$ cat src/rtl/axis_dwidth_conv_n_pkg.sv
// Shared constants and helpers for the AXI4-Stream width converters.
package axis_dwidth_conv_n_pkg;

  localparam int AXIS_DWIDTH_MAX_RATIO = 8;

  // Counter width for a lane/segment ratio; never below 1 so the counter stays declarable.
  function automatic int clog2_ratio(input int ratio);
    int w;
    w = 0;
    while ((1 << w) < ratio) w++;
    return (w < 1) ? 1 : w;
  endfunction

endpackage

$ cat src/rtl/axis_dwidth_slice.sv
// One-beat AXI4-Stream output register; payload holds while stalled.
module axis_dwidth_slice #(
  parameter int DATA_BITS = 256,
  parameter int ID_BITS   = 16
) (
  input  logic                   aclk,
  input  logic                   aresetn,
  input  logic                   s_valid,
  output logic                   s_ready,
  input  logic [DATA_BITS-1:0]   s_data,
  input  logic [DATA_BITS/8-1:0] s_keep,
  input  logic [ID_BITS-1:0]     s_id,
  input  logic                   s_last,
  output logic                   m_valid,
  input  logic                   m_ready,
  output logic [DATA_BITS-1:0]   m_data,
  output logic [DATA_BITS/8-1:0] m_keep,
  output logic [ID_BITS-1:0]     m_id,
  output logic                   m_last
);

  assign s_ready = !m_valid || m_ready;

  always_ff @(posedge aclk or negedge aresetn) begin
    if (!aresetn) begin
      m_valid <= 1'b0;
      m_data  <= '0;
      m_keep  <= '0;
      m_id    <= '0;
      m_last  <= 1'b0;
    end else if (s_ready) begin
      m_valid <= s_valid;
      if (s_valid) begin
        m_data <= s_data;
        m_keep <= s_keep;
        m_id   <= s_id;
        m_last <= s_last;
      end
    end
  end

endmodule

$ cat src/rtl/axis_dwidth_conv_n.sv
// AXI4-Stream width converter: downsize, upsize or register slice, chosen by the width ratio.
module axis_dwidth_conv_n
  import axis_dwidth_conv_n_pkg::*;
#(
  parameter int S_DATA_BITS = 512,
  parameter int M_DATA_BITS = 256,
  parameter int ID_BITS     = 16
) (
  input  logic                     aclk,
  input  logic                     aresetn,
  input  logic                     s_axis_tvalid,
  output logic                     s_axis_tready,
  input  logic [S_DATA_BITS-1:0]   s_axis_tdata,
  input  logic [S_DATA_BITS/8-1:0] s_axis_tkeep,
  input  logic [ID_BITS-1:0]       s_axis_tid,
  input  logic                     s_axis_tlast,
  output logic                     m_axis_tvalid,
  input  logic                     m_axis_tready,
  output logic [M_DATA_BITS-1:0]   m_axis_tdata,
  output logic [M_DATA_BITS/8-1:0] m_axis_tkeep,
  output logic [ID_BITS-1:0]       m_axis_tid,
  output logic                     m_axis_tlast
);

  localparam int S_KEEP = S_DATA_BITS / 8;
  localparam int M_KEEP = M_DATA_BITS / 8;
  localparam int BIG    = (S_DATA_BITS > M_DATA_BITS) ? S_DATA_BITS : M_DATA_BITS;
  localparam int SMALL  = (S_DATA_BITS > M_DATA_BITS) ? M_DATA_BITS : S_DATA_BITS;
  localparam int RATIO  = BIG / SMALL;

  if ((S_DATA_BITS % 8 != 0) || (M_DATA_BITS % 8 != 0) || (BIG % SMALL != 0) ||
      (RATIO > AXIS_DWIDTH_MAX_RATIO) || ((RATIO & (RATIO - 1)) != 0)) begin : g_bad_ratio
    $error("axis_dwidth_conv_n: widths must be byte multiples with ratio 1, 2, 4 or 8");
  end

  // Holds s_axis_tready low through reset and until the first clock after release.
  logic ready_en;
  always_ff @(posedge aclk or negedge aresetn) begin
    if (!aresetn) ready_en <= 1'b0;
    else          ready_en <= 1'b1;
  end

  logic                   sl_valid, sl_ready, sl_last;
  logic [M_DATA_BITS-1:0] sl_data;
  logic [M_KEEP-1:0]      sl_keep;
  logic [ID_BITS-1:0]     sl_id;

  axis_dwidth_slice #(.DATA_BITS(M_DATA_BITS), .ID_BITS(ID_BITS)) u_slice (
    .aclk(aclk), .aresetn(aresetn),
    .s_valid(sl_valid), .s_ready(sl_ready),
    .s_data(sl_data), .s_keep(sl_keep), .s_id(sl_id), .s_last(sl_last),
    .m_valid(m_axis_tvalid), .m_ready(m_axis_tready),
    .m_data(m_axis_tdata), .m_keep(m_axis_tkeep), .m_id(m_axis_tid), .m_last(m_axis_tlast)
  );

  if (S_DATA_BITS == M_DATA_BITS) begin : g_pass
    assign s_axis_tready = ready_en && sl_ready;
    assign sl_valid      = s_axis_tvalid && s_axis_tready;
    assign sl_data       = s_axis_tdata;
    assign sl_keep       = s_axis_tkeep;
    assign sl_id         = s_axis_tid;
    assign sl_last       = s_axis_tlast;

  end else if (S_DATA_BITS > M_DATA_BITS) begin : g_down
    localparam int SEG_W = clog2_ratio(RATIO);
    typedef enum logic {IDLE, EMIT} state_t;

    state_t                              state, state_nxt;
    logic [SEG_W-1:0]                    seg, seg_nx;
    logic [RATIO-1:0][M_DATA_BITS-1:0]   buf_data;
    logic [RATIO-1:0][M_KEEP-1:0]        buf_keep, s_keep_seg;
    logic [ID_BITS-1:0]                  buf_id;
    logic                                buf_last;
    logic [RATIO-1:0]                    buf_upper_empty;
    logic                                s_upper_empty, seg_last, s_fire, adv;

    assign s_keep_seg    = s_axis_tkeep;
    assign s_upper_empty = ~|s_keep_seg[RATIO-1:1];
    assign seg_nx        = seg + 1'b1;

    // buf_upper_empty[k]: no byte of the latched beat is enabled above segment k.
    for (genvar k = 0; k < RATIO; k++) begin : g_upper
      if (k == RATIO - 1) begin : g_top
        assign buf_upper_empty[k] = 1'b1;
      end else begin : g_mid
        assign buf_upper_empty[k] = ~|buf_keep[RATIO-1:k+1];
      end
    end

    assign seg_last = (seg == SEG_W'(RATIO - 1)) || (buf_last && buf_upper_empty[seg]);

    always_ff @(posedge aclk or negedge aresetn) begin
      if (!aresetn) state <= IDLE;
      else          state <= state_nxt;
    end

    always_comb begin
      state_nxt = state;
      case (state)
        IDLE:    if (s_fire) state_nxt = EMIT;
        EMIT:    if (m_axis_tready && seg_last && !s_fire) state_nxt = IDLE;
        default: state_nxt = IDLE;
      endcase
    end

    // Segment 0 of a fresh beat goes straight into the slice; later segments come from the buffer.
    always_comb begin
      s_axis_tready = ready_en && ((state == IDLE) || (m_axis_tready && seg_last));
      s_fire        = s_axis_tvalid && s_axis_tready;
      adv           = (state == EMIT) && m_axis_tready && !seg_last;
      sl_valid      = s_fire || adv;
      if (s_fire) begin
        sl_data = s_axis_tdata[M_DATA_BITS-1:0];
        sl_keep = s_keep_seg[0];
        sl_id   = s_axis_tid;
        sl_last = s_axis_tlast && s_upper_empty;
      end else begin
        sl_data = buf_data[seg_nx];
        sl_keep = buf_keep[seg_nx];
        sl_id   = buf_id;
        sl_last = buf_last && buf_upper_empty[seg_nx];
      end
    end

    always_ff @(posedge aclk or negedge aresetn) begin
      if (!aresetn) begin
        seg      <= '0;
        buf_data <= '0;
        buf_keep <= '0;
        buf_id   <= '0;
        buf_last <= 1'b0;
      end else if (s_fire) begin
        seg      <= '0;
        buf_data <= s_axis_tdata;
        buf_keep <= s_axis_tkeep;
        buf_id   <= s_axis_tid;
        buf_last <= s_axis_tlast;
      end else if (adv) begin
        seg <= seg_nx;
      end
    end

  end else begin : g_up
    localparam int IDX_W = clog2_ratio(RATIO);

    logic [IDX_W-1:0]                  idx;
    logic [RATIO-1:0][S_DATA_BITS-1:0] acc_data, nxt_data;
    logic [RATIO-1:0][S_KEEP-1:0]      acc_keep, nxt_keep;
    logic [ID_BITS-1:0]                acc_id, nxt_id;
    logic                              done, s_fire;

    assign done          = (idx == IDX_W'(RATIO - 1)) || s_axis_tlast;
    assign s_axis_tready = ready_en && (sl_ready || !done);
    assign s_fire        = s_axis_tvalid && s_axis_tready;

    // Unwritten lanes stay zero because the accumulator is cleared on every emit.
    always_comb begin
      nxt_data      = acc_data;
      nxt_keep      = acc_keep;
      nxt_data[idx] = s_axis_tdata;
      nxt_keep[idx] = s_axis_tkeep;
      nxt_id        = (idx == '0) ? s_axis_tid : acc_id;
    end

    assign sl_valid = s_fire && done;
    assign sl_data  = nxt_data;
    assign sl_keep  = nxt_keep;
    assign sl_id    = nxt_id;
    assign sl_last  = s_axis_tlast;

    always_ff @(posedge aclk or negedge aresetn) begin
      if (!aresetn) begin
        idx      <= '0;
        acc_data <= '0;
        acc_keep <= '0;
        acc_id   <= '0;
      end else if (s_fire) begin
        if (done) begin
          idx      <= '0;
          acc_data <= '0;
          acc_keep <= '0;
        end else begin
          idx      <= idx + 1'b1;
          acc_data <= nxt_data;
          acc_keep <= nxt_keep;
          acc_id   <= nxt_id;
        end
      end
    end
  end

endmodule

$ cat config.mk
export PLATFORM = sky130hd
export DESIGN_NAME = axis_dwidth_conv_n
export DESIGN_NICKNAME = d
export VERILOG_FILES = /design/src/rtl/axis_dwidth_conv_n_pkg.sv /design/src/rtl/axis_dwidth_slice.sv /design/src/rtl/axis_dwidth_conv_n.sv
export SDC_FILE = /design/constraint.sdc
export NUM_CORES = 2
export LEC_CHECK = 0
export CAP_MARGIN = 20
export CORE_AREA = 8 8 349 351
export CTS_CLUSTER_SIZE = 16
export DETAILED_ROUTE_END_ITERATION = 7
export DIE_AREA = 0 0 357 359
export SLEW_MARGIN = 20
export SYNTH_ARGS = -nofsm -noshare
export SYNTH_HDL_FRONTEND = slang
export SYNTH_SLANG_ARGS = --single-unit
$ cat constraint.sdc
create_clock -name aclk -period 2.5 [get_ports aclk]
set_input_delay 0.375 -clock aclk [delete_from_list [all_inputs] [get_ports aclk]]
set_output_delay 0.375 -clock aclk [all_outputs]
set_load 0.005 [all_outputs]
==> results.sh <==
export IMPL_cp_cell_sequence="or4_4, nor3_4, nand3_2, nand2_2, buf_6, and3_4, buf_6"
export IMPL_ys_types=40
export IMPL_htreeDepth=3
export IMPL_cellPowerDensity_nw_per_um2=1128
export IMPL_syn_area_um2=24970
export IMPL_hold_viol_final=0
export IMPL_vias=20693
export IMPL_instances_no_fill=4702
export IMPL_worstSetupEndpointType="output pin"
export IMPL_cpMostUsedCell="buf_6"
export IMPL_holdPathStages=3
export IMPL_ir_worst_vdd_mv=0.6418
export IMPL_p_int_uw=31780
export IMPL_drt_pass1_iter_count=5
export IMPL_violations="negative setup slack"
export IMPL_synthArstFlopShare_pct=100.0
export IMPL_drc=0
export IMPL_synth_edf_count=0
export IMPL_fin_ws_ns=-0.3075
export IMPL_grt_overflow_total=0
export IMPL_syn_num_nets=2598
export IMPL_dpl_cell_count=4489
export IMPL_seq_area_frac_synth_pct=61.54
export IMPL_fillerInstances=11525
export IMPL_placed_cell_area_um2=36930
export IMPL_setup_viol=560
export IMPL_insertion_delay_ns=0.63
export IMPL_drv_cap=0
export IMPL_synth_area_per_cell_um2=12.48
export IMPL_p_switching_uw=15000
export IMPL_grt_max_degree=65
export IMPL_die_area_um2=128200
export IMPL_finalInstanceArea_um2=41470
export IMPL_min_period_ns=2.808
export IMPL_reg2reg_depth=19
export IMPL_status="complete, but fails checks"
export IMPL_grt_antenna_before_repair=30
export IMPL_worstMarginPinSlew_ns=0.7624
export IMPL_ys_ff_latch=614
export IMPL_pin_count=904
export IMPL_crit_family="simple AND/OR/NAND/NOR gates"
export IMPL_dr_first_iter_drc_count=1120
export IMPL_place_hpwl_mm=82.31
export IMPL_crit_slowest_cell="or4_4"
export IMPL_p_total_uw=46780
export IMPL_nets=3685
export IMPL_hp_class="in2reg"
export IMPL_cts_root_buffer="clkbuf_16"
export IMPL_slowest_delay_ns=0.58
export IMPL_syn_inst=2001
export IMPL_coreArea_um2=116700
export IMPL_rows=126
export IMPL_multiInputGateArea_um2=8449
export IMPL_ant_nets=0
export IMPL_gp_congestion=0.8562
export IMPL_crit_fanout=2
export IMPL_numCtsBuffers=73
export IMPL_power_frac_comb_pct=37.7
export IMPL_layout_commonest_cell="clkdlybuf4s50_1"
export IMPL_grt_pass1_vias=22121
export IMPL_clkTransAtPathRegs_ns=0.06
export IMPL_synthToLayoutAreaGrowth_pct=66.12
export IMPL_hold_slack_ns=0.2877
export IMPL_rsz0062_at_grt="yes"
export IMPL_cts_sinks=614
export IMPL_crit_required_ns=2.12
export IMPL_final_seq_area_um2=15370
export IMPL_cp_depth=7
export IMPL_cp_start_kind="register"
export IMPL_wl_per_cell_um=23.97
export IMPL_drive_gt1_share_pct=18.33
export IMPL_yosys_most_used_dff="dfrtp_1"
export IMPL_post_drt_via_cell_ratio=4.401
export IMPL_cts_tree="yes"
export IMPL_wl_mm=112.7
export IMPL_track_usage_pct=16.02
export IMPL_clock_skew_ns=0.03162
export IMPL_start_util_pct=21.40
export IMPL_ys_warn_count=0
export IMPL_mostFrequentLayoutCells="clkdlybuf4s50_1, dfrtp_1, inv_1, a22oi_1, mux2_1"
export IMPL_path_class="reg2out"
export IMPL_netSwitchingFraction_pct=32.07
export IMPL_grt_pass1_wl_mm=153.6
export IMPL_arrival_ns=2.43
export IMPL_max_clock_freq_mhz=356.2
export IMPL_relSlewSlack_pct=49.17
export IMPL_power_leakage_uw=0.01803
export IMPL_critPathBufInv=2
export IMPL_fin_crit_sh_pct=112.3
export IMPL_chipHeight_um=359
export IMPL_clkPwrFrac_pct=23.6
export IMPL_seq_power_share_pct=38.7
export IMPL_die_w_um=357
export IMPL_drv_slew=0
export IMPL_clockBufferDepth=3
export IMPL_r2r_slack_ns=-0.29
export IMPL_io_buffers=903
-- through the flow --
step           TNS [ns]  worst slack, ns  util, %
5_1_grt         -100.27          -0.4050    35.55
6_report         -61.81          -0.3075    35.55
3_3_place_gp    -0.2797         -0.04180    31.65
2_1_floorplan         0           0.2722        -
4_1_cts          -86.23          -0.3152    34.30
3_5_place_dp    -0.2595         -0.02865    31.65
-- path summary, 6_finish.rpt --
kind / startpoint / endpoint
max in group asynchronous: aresetn / g_down.buf_data[256]
min reg2reg: g_down.buf_data[482] / g_down.buf_data[482]
min in group asynchronous: aresetn / g_down.buf_data[294]
max: g_down.buf_keep[44] / s_axis_tready
min: s_axis_tdata[65] / u_slice.m_data[65]
max reg2reg: g_down.buf_keep[44] / g_down.state
-- metal layers --
layer	global-route usage [%]	share of wire (%)	up-vias	wire length, um
met1	18.75	39	10455	44210
met4	7.147	4.2	10	4765
met2	26.45	49	757	54730
li1	-	-	9258	-
met5	0	0.051	-	57
met3	5.479	7.9	213	8937
-- repair_timing --
item                                    in CTS  in global routing
pin swaps                                    7                  6
hold buffers                                 1                  0
buffers inserted                            30                  4
endpoints found under the setup margin      40                610
gates cloned                                 4                 28
hold endpoints to repair                    34                  0
gates resized for setup                     73                208
-- cells by family (layout without fill, tap and decap cells) --
logic type	Yosys count	after routing	share of synthesized area (%)
AND/OR/NAND/NOR	63	63	1.529
buffers and inverters	421	1561	7.678
other	1	25	0.01502
multiplexers	305	305	13.76
AO/OA/AOI/OAI	597	598	15.48
flip-flops	614	614	61.54
-- worst min-delay path: stages --
cell and delay, ns:
clkdlybuf4s50_1 0.39, inv_1 0.05, o21ai_1 0.06
-- cell usage after synthesis (all sizes together) (2+ instances only) --
master	number	area share [%]
nor4	9	0.23
inv	283	4.3
nand2b	17	0.43
clkbuf	37	0.56
a22oi	281	8.4
and3	8	0.20
mux2	305	14
buf	101	2.9
nor2	5	0.075
o21ai	282	5.7
nor4b	2	0.070
or4	4	0.14
a221o	8	0.32
nand4	2	0.050
o221a	16	0.72
a21oi	2	0.040
nand3	3	0.060
nor3	2	0.060
dfrtp	614	62
nand2	6	0.090
o22a	2	0.070
-- power groups by stage --
stage | Combinational (uW) | Clock [uW] | Sequential (uW)
2_1_floorplan | 6420 | 0 | 17200
3_3_place_gp | 15700 | 0 | 18000
3_5_place_dp | 15900 | 0 | 18100
4_1_cts | 16600 | 11400 | 18000
5_1_grt | 19000 | 11800 | 18600
6_report | 17600 | 11100 | 18100
-- final cells by class --
class / count / share of cell area, %
clock buffer: 104 / 5.074
clock inverter: 25 / 0.9624
antenna: 24 / 0.1448
tap: 1536 / 4.634
inverter: 283 / 2.561
timing repair buffer: 1149 / 29.20
sequential: 614 / 37.05
multi-input combinational: 967 / 20.37
-- state kept, by name, indices dropped and copies added, names as in the netlist, 16 cells and up --
name and cells:
g_down.buf_keep 32, u_slice.m_data 256, g_down.buf_data 256, u_slice.m_id 16, g_down.buf_id 16, u_slice.m_keep 32
No activity file was read; power rests on OpenSTA's default activity.
